## src/rtl/axil_ctrl_regs.sv

```systemverilog
// AXI4-Lite register block in front of the accelerator's config/start/done port.
// Holds the conv and FC configuration, issues a one-cycle start code, and collects
// done pulses into sticky write-1-to-clear status bits that feed a level interrupt.
//
// Ports:
//   clk, rst_n            system clock, asynchronous active-low reset
//   s_axi_aw*/w*/b*       AXI4-Lite write address, data and response channels
//   s_axi_ar*/r*          AXI4-Lite read address and data channels
//   start_o               1 = SA start, 2 = FC start, one-cycle pulse, otherwise 0
//   nth_conv_o, ofmap_size_o, ifmap_ch_o, in_node_num_o, out_node_num_o
//                         configuration fields, straight from register bits
//   done_i                bit 16 = FC last, bits 15..0 = pool last
//   irq_o                 level interrupt, IRQEN[0] and any sticky status bit
//
// Write FSM:
//   state  | meaning
//   W_IDLE | waiting for awvalid and wvalid together
//   W_ACK  | awready/wready high, register commits at the end of this cycle
//   W_RESP | bvalid high until bready
//
// Read FSM:
//   state  | meaning
//   R_IDLE | waiting for arvalid
//   R_ACK  | arready high, rdata/rresp captured at the end of this cycle
//   R_DATA | rvalid high, rdata/rresp held until rready

module axil_ctrl_regs #(
  parameter int          ADDR_W   = 6,
  parameter logic [31:0] ID_VALUE = 32'h5341_0001
) (
  input  logic              clk,
  input  logic              rst_n,
  input  logic [ADDR_W-1:0] s_axi_awaddr,
  input  logic              s_axi_awvalid,
  output logic              s_axi_awready,
  input  logic [31:0]       s_axi_wdata,
  input  logic [3:0]        s_axi_wstrb,
  input  logic              s_axi_wvalid,
  output logic              s_axi_wready,
  output logic [1:0]        s_axi_bresp,
  output logic              s_axi_bvalid,
  input  logic              s_axi_bready,
  input  logic [ADDR_W-1:0] s_axi_araddr,
  input  logic              s_axi_arvalid,
  output logic              s_axi_arready,
  output logic [31:0]       s_axi_rdata,
  output logic [1:0]        s_axi_rresp,
  output logic              s_axi_rvalid,
  input  logic              s_axi_rready,
  output logic [1:0]        start_o,
  output logic [1:0]        nth_conv_o,
  output logic [4:0]        ofmap_size_o,
  output logic [5:0]        ifmap_ch_o,
  output logic [6:0]        in_node_num_o,
  output logic [6:0]        out_node_num_o,
  input  logic [16:0]       done_i,
  output logic              irq_o
);

  typedef enum logic [1:0] {W_IDLE, W_ACK, W_RESP} w_state_t;
  typedef enum logic [1:0] {R_IDLE, R_ACK, R_DATA} r_state_t;

  localparam logic [2:0] IDX_CTRL   = 3'd0;
  localparam logic [2:0] IDX_CONV   = 3'd1;
  localparam logic [2:0] IDX_FC     = 3'd2;
  localparam logic [2:0] IDX_STATUS = 3'd3;
  localparam logic [2:0] IDX_IRQEN  = 3'd4;
  localparam logic [2:0] IDX_ID     = 3'd5;

  localparam logic [1:0] RESP_OKAY   = 2'b00;
  localparam logic [1:0] RESP_SLVERR = 2'b10;

  w_state_t    w_state_q, w_state_d;
  r_state_t    r_state_q, r_state_d;
  logic        awready_q, awready_d;
  logic        wready_q, wready_d;
  logic        bvalid_q, bvalid_d;
  logic [1:0]  bresp_q, bresp_d;
  logic        arready_q, arready_d;
  logic        rvalid_q, rvalid_d;
  logic [1:0]  rresp_q, rresp_d;
  logic [31:0] rdata_q, rdata_d;
  logic [1:0]  start_q, start_d;
  logic [1:0]  ctrl_q, ctrl_d;
  logic [1:0]  nth_conv_q, nth_conv_d;
  logic [4:0]  ofmap_size_q, ofmap_size_d;
  logic [5:0]  ifmap_ch_q, ifmap_ch_d;
  logic [6:0]  in_node_q, in_node_d;
  logic [6:0]  out_node_q, out_node_d;
  logic [16:0] status_q, status_d;
  logic        irqen_q, irqen_d;
  logic        irq_q, irq_d;

  logic [2:0]  w_idx;
  logic [2:0]  r_idx;
  logic [31:0] byte_mask;
  logic [16:0] clr_mask;
  logic [31:0] rd_val;
  logic        unused_ok;

  // Only the word index is decoded; the rest of the address and the upper
  // data bits have no meaning in this window.
  assign unused_ok = ^{s_axi_awaddr, s_axi_araddr, s_axi_wdata};

  assign w_idx     = s_axi_awaddr[4:2];
  assign r_idx     = s_axi_araddr[4:2];
  assign byte_mask = {{8{s_axi_wstrb[3]}}, {8{s_axi_wstrb[2]}},
                      {8{s_axi_wstrb[1]}}, {8{s_axi_wstrb[0]}}};

  always_comb begin
    rd_val = '0;
    case (r_idx)
      IDX_CTRL:   rd_val = {30'b0, ctrl_q};
      IDX_CONV:   rd_val = {10'b0, ifmap_ch_q, 7'b0, ofmap_size_q, 2'b0, nth_conv_q};
      IDX_FC:     rd_val = {17'b0, out_node_q, 1'b0, in_node_q};
      IDX_STATUS: rd_val = {15'b0, status_q};
      IDX_IRQEN:  rd_val = {31'b0, irqen_q};
      IDX_ID:     rd_val = ID_VALUE;
      default:    rd_val = '0;
    endcase
  end

  always_comb begin
    w_state_d    = w_state_q;
    r_state_d    = r_state_q;
    awready_d    = awready_q;
    wready_d     = wready_q;
    bvalid_d     = bvalid_q;
    bresp_d      = bresp_q;
    arready_d    = arready_q;
    rvalid_d     = rvalid_q;
    rresp_d      = rresp_q;
    rdata_d      = rdata_q;
    start_d      = 2'b00;
    ctrl_d       = ctrl_q;
    nth_conv_d   = nth_conv_q;
    ofmap_size_d = ofmap_size_q;
    ifmap_ch_d   = ifmap_ch_q;
    in_node_d    = in_node_q;
    out_node_d   = out_node_q;
    irqen_d      = irqen_q;
    clr_mask     = '0;

    case (w_state_q)
      W_IDLE: begin
        if (s_axi_awvalid && s_axi_wvalid) begin
          w_state_d = W_ACK;
          awready_d = 1'b1;
          wready_d  = 1'b1;
        end
      end
      W_ACK: begin
        w_state_d = W_RESP;
        awready_d = 1'b0;
        wready_d  = 1'b0;
        bvalid_d  = 1'b1;
        bresp_d   = (w_idx <= IDX_IRQEN) ? RESP_OKAY : RESP_SLVERR;
        case (w_idx)
          IDX_CTRL: begin
            if (s_axi_wstrb[0]) begin
              ctrl_d = s_axi_wdata[1:0];
              // code 3 is reserved and must not fire either engine
              if (s_axi_wdata[1:0] == 2'd1 || s_axi_wdata[1:0] == 2'd2)
                start_d = s_axi_wdata[1:0];
            end
          end
          IDX_CONV: begin
            if (s_axi_wstrb[0]) begin
              nth_conv_d        = s_axi_wdata[1:0];
              ofmap_size_d[3:0] = s_axi_wdata[7:4];
            end
            if (s_axi_wstrb[1]) ofmap_size_d[4] = s_axi_wdata[8];
            if (s_axi_wstrb[2]) ifmap_ch_d      = s_axi_wdata[21:16];
          end
          IDX_FC: begin
            if (s_axi_wstrb[0]) in_node_d  = s_axi_wdata[6:0];
            if (s_axi_wstrb[1]) out_node_d = s_axi_wdata[14:8];
          end
          IDX_STATUS: clr_mask = s_axi_wdata[16:0] & byte_mask[16:0];
          IDX_IRQEN: begin
            if (s_axi_wstrb[0]) irqen_d = s_axi_wdata[0];
          end
          default: ;
        endcase
      end
      W_RESP: begin
        if (s_axi_bready) begin
          bvalid_d  = 1'b0;
          w_state_d = W_IDLE;
        end
      end
      default: w_state_d = W_IDLE;
    endcase

    case (r_state_q)
      R_IDLE: begin
        if (s_axi_arvalid) begin
          r_state_d = R_ACK;
          arready_d = 1'b1;
        end
      end
      R_ACK: begin
        r_state_d = R_DATA;
        arready_d = 1'b0;
        rvalid_d  = 1'b1;
        rdata_d   = rd_val;
        rresp_d   = (r_idx <= IDX_ID) ? RESP_OKAY : RESP_SLVERR;
      end
      R_DATA: begin
        if (s_axi_rready) begin
          rvalid_d  = 1'b0;
          r_state_d = R_IDLE;
        end
      end
      default: r_state_d = R_IDLE;
    endcase

    // a done pulse arriving with the clear of the same bit keeps it set
    status_d = (status_q & ~clr_mask) | done_i;
    irq_d    = irqen_q & (|status_d);
  end

  always_ff @(posedge clk or negedge rst_n) begin
    if (!rst_n) begin
      w_state_q    <= W_IDLE;
      r_state_q    <= R_IDLE;
      awready_q    <= 1'b0;
      wready_q     <= 1'b0;
      bvalid_q     <= 1'b0;
      bresp_q      <= 2'b00;
      arready_q    <= 1'b0;
      rvalid_q     <= 1'b0;
      rresp_q      <= 2'b00;
      rdata_q      <= '0;
      start_q      <= 2'b00;
      ctrl_q       <= 2'b00;
      nth_conv_q   <= '0;
      ofmap_size_q <= '0;
      ifmap_ch_q   <= '0;
      in_node_q    <= '0;
      out_node_q   <= '0;
      status_q     <= '0;
      irqen_q      <= 1'b0;
      irq_q        <= 1'b0;
    end else begin
      w_state_q    <= w_state_d;
      r_state_q    <= r_state_d;
      awready_q    <= awready_d;
      wready_q     <= wready_d;
      bvalid_q     <= bvalid_d;
      bresp_q      <= bresp_d;
      arready_q    <= arready_d;
      rvalid_q     <= rvalid_d;
      rresp_q      <= rresp_d;
      rdata_q      <= rdata_d;
      start_q      <= start_d;
      ctrl_q       <= ctrl_d;
      nth_conv_q   <= nth_conv_d;
      ofmap_size_q <= ofmap_size_d;
      ifmap_ch_q   <= ifmap_ch_d;
      in_node_q    <= in_node_d;
      out_node_q   <= out_node_d;
      status_q     <= status_d;
      irqen_q      <= irqen_d;
      irq_q        <= irq_d;
    end
  end

  assign s_axi_awready  = awready_q;
  assign s_axi_wready   = wready_q;
  assign s_axi_bvalid   = bvalid_q;
  assign s_axi_bresp    = bresp_q;
  assign s_axi_arready  = arready_q;
  assign s_axi_rvalid   = rvalid_q;
  assign s_axi_rresp    = rresp_q;
  assign s_axi_rdata    = rdata_q;
  assign start_o        = start_q;
  assign nth_conv_o     = nth_conv_q;
  assign ofmap_size_o   = ofmap_size_q;
  assign ifmap_ch_o     = ifmap_ch_q;
  assign in_node_num_o  = in_node_q;
  assign out_node_num_o = out_node_q;
  assign irq_o          = irq_q;

endmodule

```

## config.mk

```make
export PLATFORM = sky130hd
export DESIGN_NAME = axil_ctrl_regs
export DESIGN_NICKNAME = d
export VERILOG_FILES = /design/src/rtl/axil_ctrl_regs.sv
export SDC_FILE = /design/constraint.sdc
export NUM_CORES = 1
export LEC_CHECK = 0
export BUFFER_PORTS_ARGS = -buffer_cell sky130_fd_sc_hd__buf_2
export CORE_MARGIN = 1
export CORE_UTILIZATION = 53
export CTS_CLUSTER_SIZE = 40
export DETAILED_ROUTE_END_ITERATION = 8
export PLACE_DENSITY = 0.86
export SYNTH_ARGS = -nofsm -noshare
export SYNTH_HDL_FRONTEND = slang
export SYNTH_SLANG_ARGS = --single-unit
```

## constraint.sdc

```tcl
create_clock -name clk -period 4.9 [get_ports clk]
set_input_delay 0.245 -clock clk [delete_from_list [all_inputs] [get_ports clk]]
set_output_delay 0.245 -clock clk [all_outputs]
set_load 0.03 [all_outputs]
```

# [Word level (Yosys, flattened, before mapping)]
# Index checks and enable logic that the tools add are counted.
[op_classes] addsub=0 n_mul=0 div=0 order_cmp=2 n_eq_ne=19 shift=0 n_mux=23 n_bitwise=5 reduce_logical=24
[op_table] op="$pmux W31 S6" count=1
[op_table] op="$and A17 B17 Y17" count=2
[op_table] op="$mux W17" count=2
[op_table] op="$reduce_and A3 Y1" count=7
[op_table] op="$mux W2" count=10
[op_table] op="$not A17 Y17" count=1
[op_table] op="$or A17 B17 Y17" count=1
[op_table] op="$reduce_or A17 Y1" count=1
[op_table] op="$eq A3 B2 Y1 const B" count=4
[op_table] op="$pmux W2 S3" count=2
[op_table] op="$reduce_and A2 Y1" count=6
[op_table] op="$eq A3 B3 Y1 const B" count=3
[op_table] op="$ne A2 B2 Y1 const B" count=4
[op_table] op="$pmux W1 S2" count=4
[op_table] op="$reduce_bool A2 Y1" count=4
[op_table] op="$eq A2 B1 Y1 const B" count=3
[op_table] op="$eq A2 B2 Y1 const B" count=3
[op_table] op="$eq A3 B1 Y1 const B" count=2
[op_table] op="$le A3 B3 Y1 const B" count=2
[op_table] op="$logic_not A3 Y1" count=2
[op_table] op="$logic_not A2 Y1" count=2
[op_table] op="$mux W1" count=4
[op_table] op="$and A1 B1 Y1" count=1
[op_table] op="$logic_and A1 B1 Y1" count=1
[op_table] op="$logic_or A1 B1 Y1" count=1
[word_totals] reg_bits=94 latch_bits=0 mem_bits_rw=0 mem_bits_ro=0 input_bits=72 out_inout_bits=71 word_cells=93 n_memories=0

# [Logic depth before layout (Yosys ltp)]
[logic_depth] ltp_word=8 ltp_mapped=6 ltp_nobuf=4

# [Least setup slack after synthesis]
# No wires, ideal clock.
[synth_timing] path_kind="reg-to-reg" start="register w_state_q[0]" end="register ifmap_ch_q[0], in the netlist ifmap_ch_o[0]" setup_time_ns=0.125 arrival_ns=1.450 required_ns=4.775 slack_ns=3.326 path_stages_with_launch=6 path_buffers=1 synth_period_minus_slack_ns=1.574 cell_sequence="dfrtp_1 > and3b_1 > buf_6 > and2_2 > nand2_1 > mux2_2"
[synth_between] elab_chain_cells=2
[synth_lines] item="start: declaration" line="73" rtl="w_state_t w_state_q, w_state_d;"
[synth_lines] item="start signal: assignment" line="246" rtl="w_state_q <= w_state_d;"
[synth_lines] item="$eq A2 B1 Y1" line="144" rtl="case (w_state_q)"
[synth_lines] item="$reduce_and A3 Y1 (no line)"
[synth_lines] item="end signal: assignment" line="260" rtl="ifmap_ch_q <= ifmap_ch_d;"
[synth_lines] item="end: declaration" line="87" rtl="logic [5:0] ifmap_ch_q, ifmap_ch_d;"
# No other way between the ends.
# A chain may end at the register's enable or synchronous reset.

# [Worst setup path after layout]
[layout_timing] start="register w_state_q[1]" end="register irq_q, in the netlist irq_o"
[layout_between] elab_chain_cells=7
[layout_lines] item="$eq A2 B1 Y1" line="144"
[layout_lines] item="$mux W17" line="144"
[layout_lines] item="$not A17 Y17" line="219" rtl="status_d = (status_q & ~clr_mask) | done_i;"
[layout_lines] item="$and A17 B17 Y17" line="219"
[layout_lines] item="$or A17 B17 Y17" line="219"
[layout_lines] item="named net status_d[14]" line="90" rtl="logic [16:0] status_q, status_d;"
[layout_lines] item="$reduce_or A17 Y1" line="220" rtl="irq_d = irqen_q & (|status_d);"
[layout_lines] item="$and A1 B1 Y1" line="220"
[layout_lines] item="named net irq_d" line="92" rtl="logic irq_q, irq_d;"
[layout_lines] item="end signal: assignment" line="265" rtl="irq_q <= irq_d;"
[layout_lines] item="end: declaration" line="92"
# The timed path passes the listed nets, and every way through them passes these cells.

==> impl_metrics.toml <==
[floorplan]
dieWidth_um = 85.65
start_util = 0.5459
coreArea_um2 = 6794
ios = 143
row_count = 30
die_y_um = 85.65
dieArea_um2 = 7336

[yosys]
synth_area_um2 = 3709
yosysWarnings = 0
ys_ff_latch = 83
netlist_instances = 322
yosysUniqueCellTypes = 42
syn_area_per_cell_um2 = 11.52
seq_area_frac_synth = 0.5601

[clock_network]
clk_latency_ps = 340
cts.sink_count = 83
postCtsHoldBufs = 0
post-cts-setup-buffers = 0
clk_pin_slew_worst_paths_ps = 80
numCtsBuffers = 9
clock_path_buffers = 2
cts_tree = "done"
clockRootBuffer = "clkbuf_8"
ctsHtreeMaxLevel = 3
cts_resized = 0

[final_layout]
fin_cells = 535
layout-drive-gt1-share = 0.3964
final_common_cell = "buf_2"
nNetsFinal = 506
final_cell_mix = "buf_2 (117), dfrtp_1 (83), nand2_1 (32)"
n_antenna_cell = 0
syn_to_final_growth_pct = 20.48
final_core_util = 0.6576

[sta]
hold_ws_ps = 51.49
finalClockSkew_ps = 5.817
post-route-min-period_ps = 2314
fmax_mhz = 432.2
hold_viol = 0
drv_slew = 0
rsz0062_at_grt = "false"
slew_headroom = 0.3162
finalCritPeriodShare = 0.4722
finalSetupTns_ps = 0
tightest_slew_ps = 1026
setup_viol = 0
setup_slack_ps = 2586

[global_routing]
antenna_found_initial = 0
grt_pass1_wl_mm = 14.03
grt-ovfl-total = 0
grt_max_degree = 84
grt.total_usage = 0.2495
grt_pass1_vias = 2911

[worst_setup_path]
cp_data_required_time_ps = 5090
path_class = "flip-flop to flip-flop"
path_max_fanout = 19
cp.arrival_ps = 2500
crit_path_start_kind = "flip-flop"
cp-end-kind = "flip-flop"

[placement]
dp_hpwl_mm = 6.231
dp_slack_ps = 2585
dp.cells = 519
io_buffers = 118
gp_congestion = 0.8414

[detailed_routing]
drt-wirelength-per-cell_um = 15.83
dr.first_iter.drc_count = 156
vias = 2840
dr.pass1.iters = 4
drc_errors = 0
drtAntennaViolNets = 0
vias_per_cell = 5.308
finalWirelength_mm = 8.467

[run_status]
outcome = "finished clean"

[pwr]
ir_drop_uv = 195.9
p_per_area_nw_per_um2 = 471.7
p_leak_nw = 2.280

[worst_hold_path]
holdCritPathClass = "input port to asynchronous set/reset pin"

[job]
cap_violations = 0
[layer usage]
layer	up-vias	share of wire	GRT usage
met3	11	0.058	0.06352
met5	-	0	0
li1	1339	-	-
met1	1376	0.43	0.3258
met4	0	0.017	0.08636
met2	114	0.49	0.4080
[stage by stage]
step | total power [mW] | cell area (um2)
floorplan | 1.450 | 3731
global placement | 1.653 | 4288
detailed placement | 1.681 | 4288
CTS | 2.128 | 4468
global route | 2.224 | 4468
finish | 2.108 | 4468
[worst max-delay path, stage by stage, from the launching register on]
cell and delay (ps):
dfrtp_1 440, and3b_1 770, a41oi_1 270, nor4_1 500, a41oi_1 190
[cell type report]
type | count | area (um2)
Clock buffer | 12 | 155.1
Fill cell | 530 | 2326
Timing Repair Buffer | 119 | 600.6
Inverter | 17 | 63.81
Tap cell | 96 | 120.1
Multi-Input combinational cell | 204 | 1426
Sequential cell | 83 | 2077
Clock inverter | 4 | 25.02
[cells by family (layout without fill, tap and decap cells)]
family | after synthesis | after routing | share of synthesized area
simple gates | 88 | 88 | 0.1211
flops | 83 | 83 | 0.5601
compound gates | 64 | 64 | 0.1211
mux | 45 | 45 | 0.1353
buf+inv | 41 | 152 | 0.06140
other cells | 1 | 7 | 0.001011
[power by group]
part	switching, mW	internal [mW]
sequential	0.0954	0.830
clock	0.236	0.210
combinational	0.511	0.225
total	0.842	1.27
[path summary, 6_finish.rpt]
path                                             start                             to  slack [ps]  depth (start not counted)
hold / removal                                   rst_n   in_node_num_o[1]$_DFFE_PN0P_          50                          1
max in group asynchronous                        rst_n  out_node_num_o[4]$_DFFE_PN0P_        4170                          1
setup reg to reg              w_state_q[1]$_DFFE_PN0P_                irq_o$_DFF_PN0_        2590                          4
hold reg to reg            s_axi_rdata[10]$_DFFE_PN0P_    s_axi_rdata[10]$_DFFE_PN0P_         490                          2
min in group clk                            done_i[13]         status_q[13]$_DFF_PN0_         110                          2
setup / recovery              w_state_q[1]$_DFFE_PN0P_                irq_o$_DFF_PN0_        2590                          4
[cells in the mapped netlist (all sizes together)]
cell type	instances	area [um2]
nand2b	4	32.53
a41oi	12	120.1
nor4	3	18.77
a221o	1	10.01
conb	1	3.750
clkbuf	6	22.52
o221ai	1	8.760
a2111oi	1	15.01
nand2	32	120.1
o311ai	1	8.760
mux4	1	22.52
and3b	6	52.55
or2	1	6.260
nand3	2	15.01
nand4	1	6.260
a22oi	1	7.510
nand3b	2	15.01
nor3b	3	22.52
mux2i	13	130.1
a22o	6	52.55
a31oi	4	25.02
or3	1	6.260
o21ai	22	110.1
inv	17	63.81
and2	1	7.510
buf	18	141.4
nor2	22	82.58
a21oi	9	45.04
dfrtp	83	2077
o21a	1	7.510
nor2b	7	43.79
a21o	4	30.03
o41ai	1	8.760
mux2	31	349.1
nor3	3	20.02
[state kept, by name, indices dropped and copies added (netlist names), 2 cells and up]
signal and cells:
ofmap_size_o 5, ifmap_ch_o 6, w_state_q 2, nth_conv_o 2, ctrl_q 2, s_axi_rdata 23
start_o 2, out_node_num_o 7, status_q 17, r_state_q 2, in_node_num_o 7
Note: power is estimated with default switching activity, not from simulation.
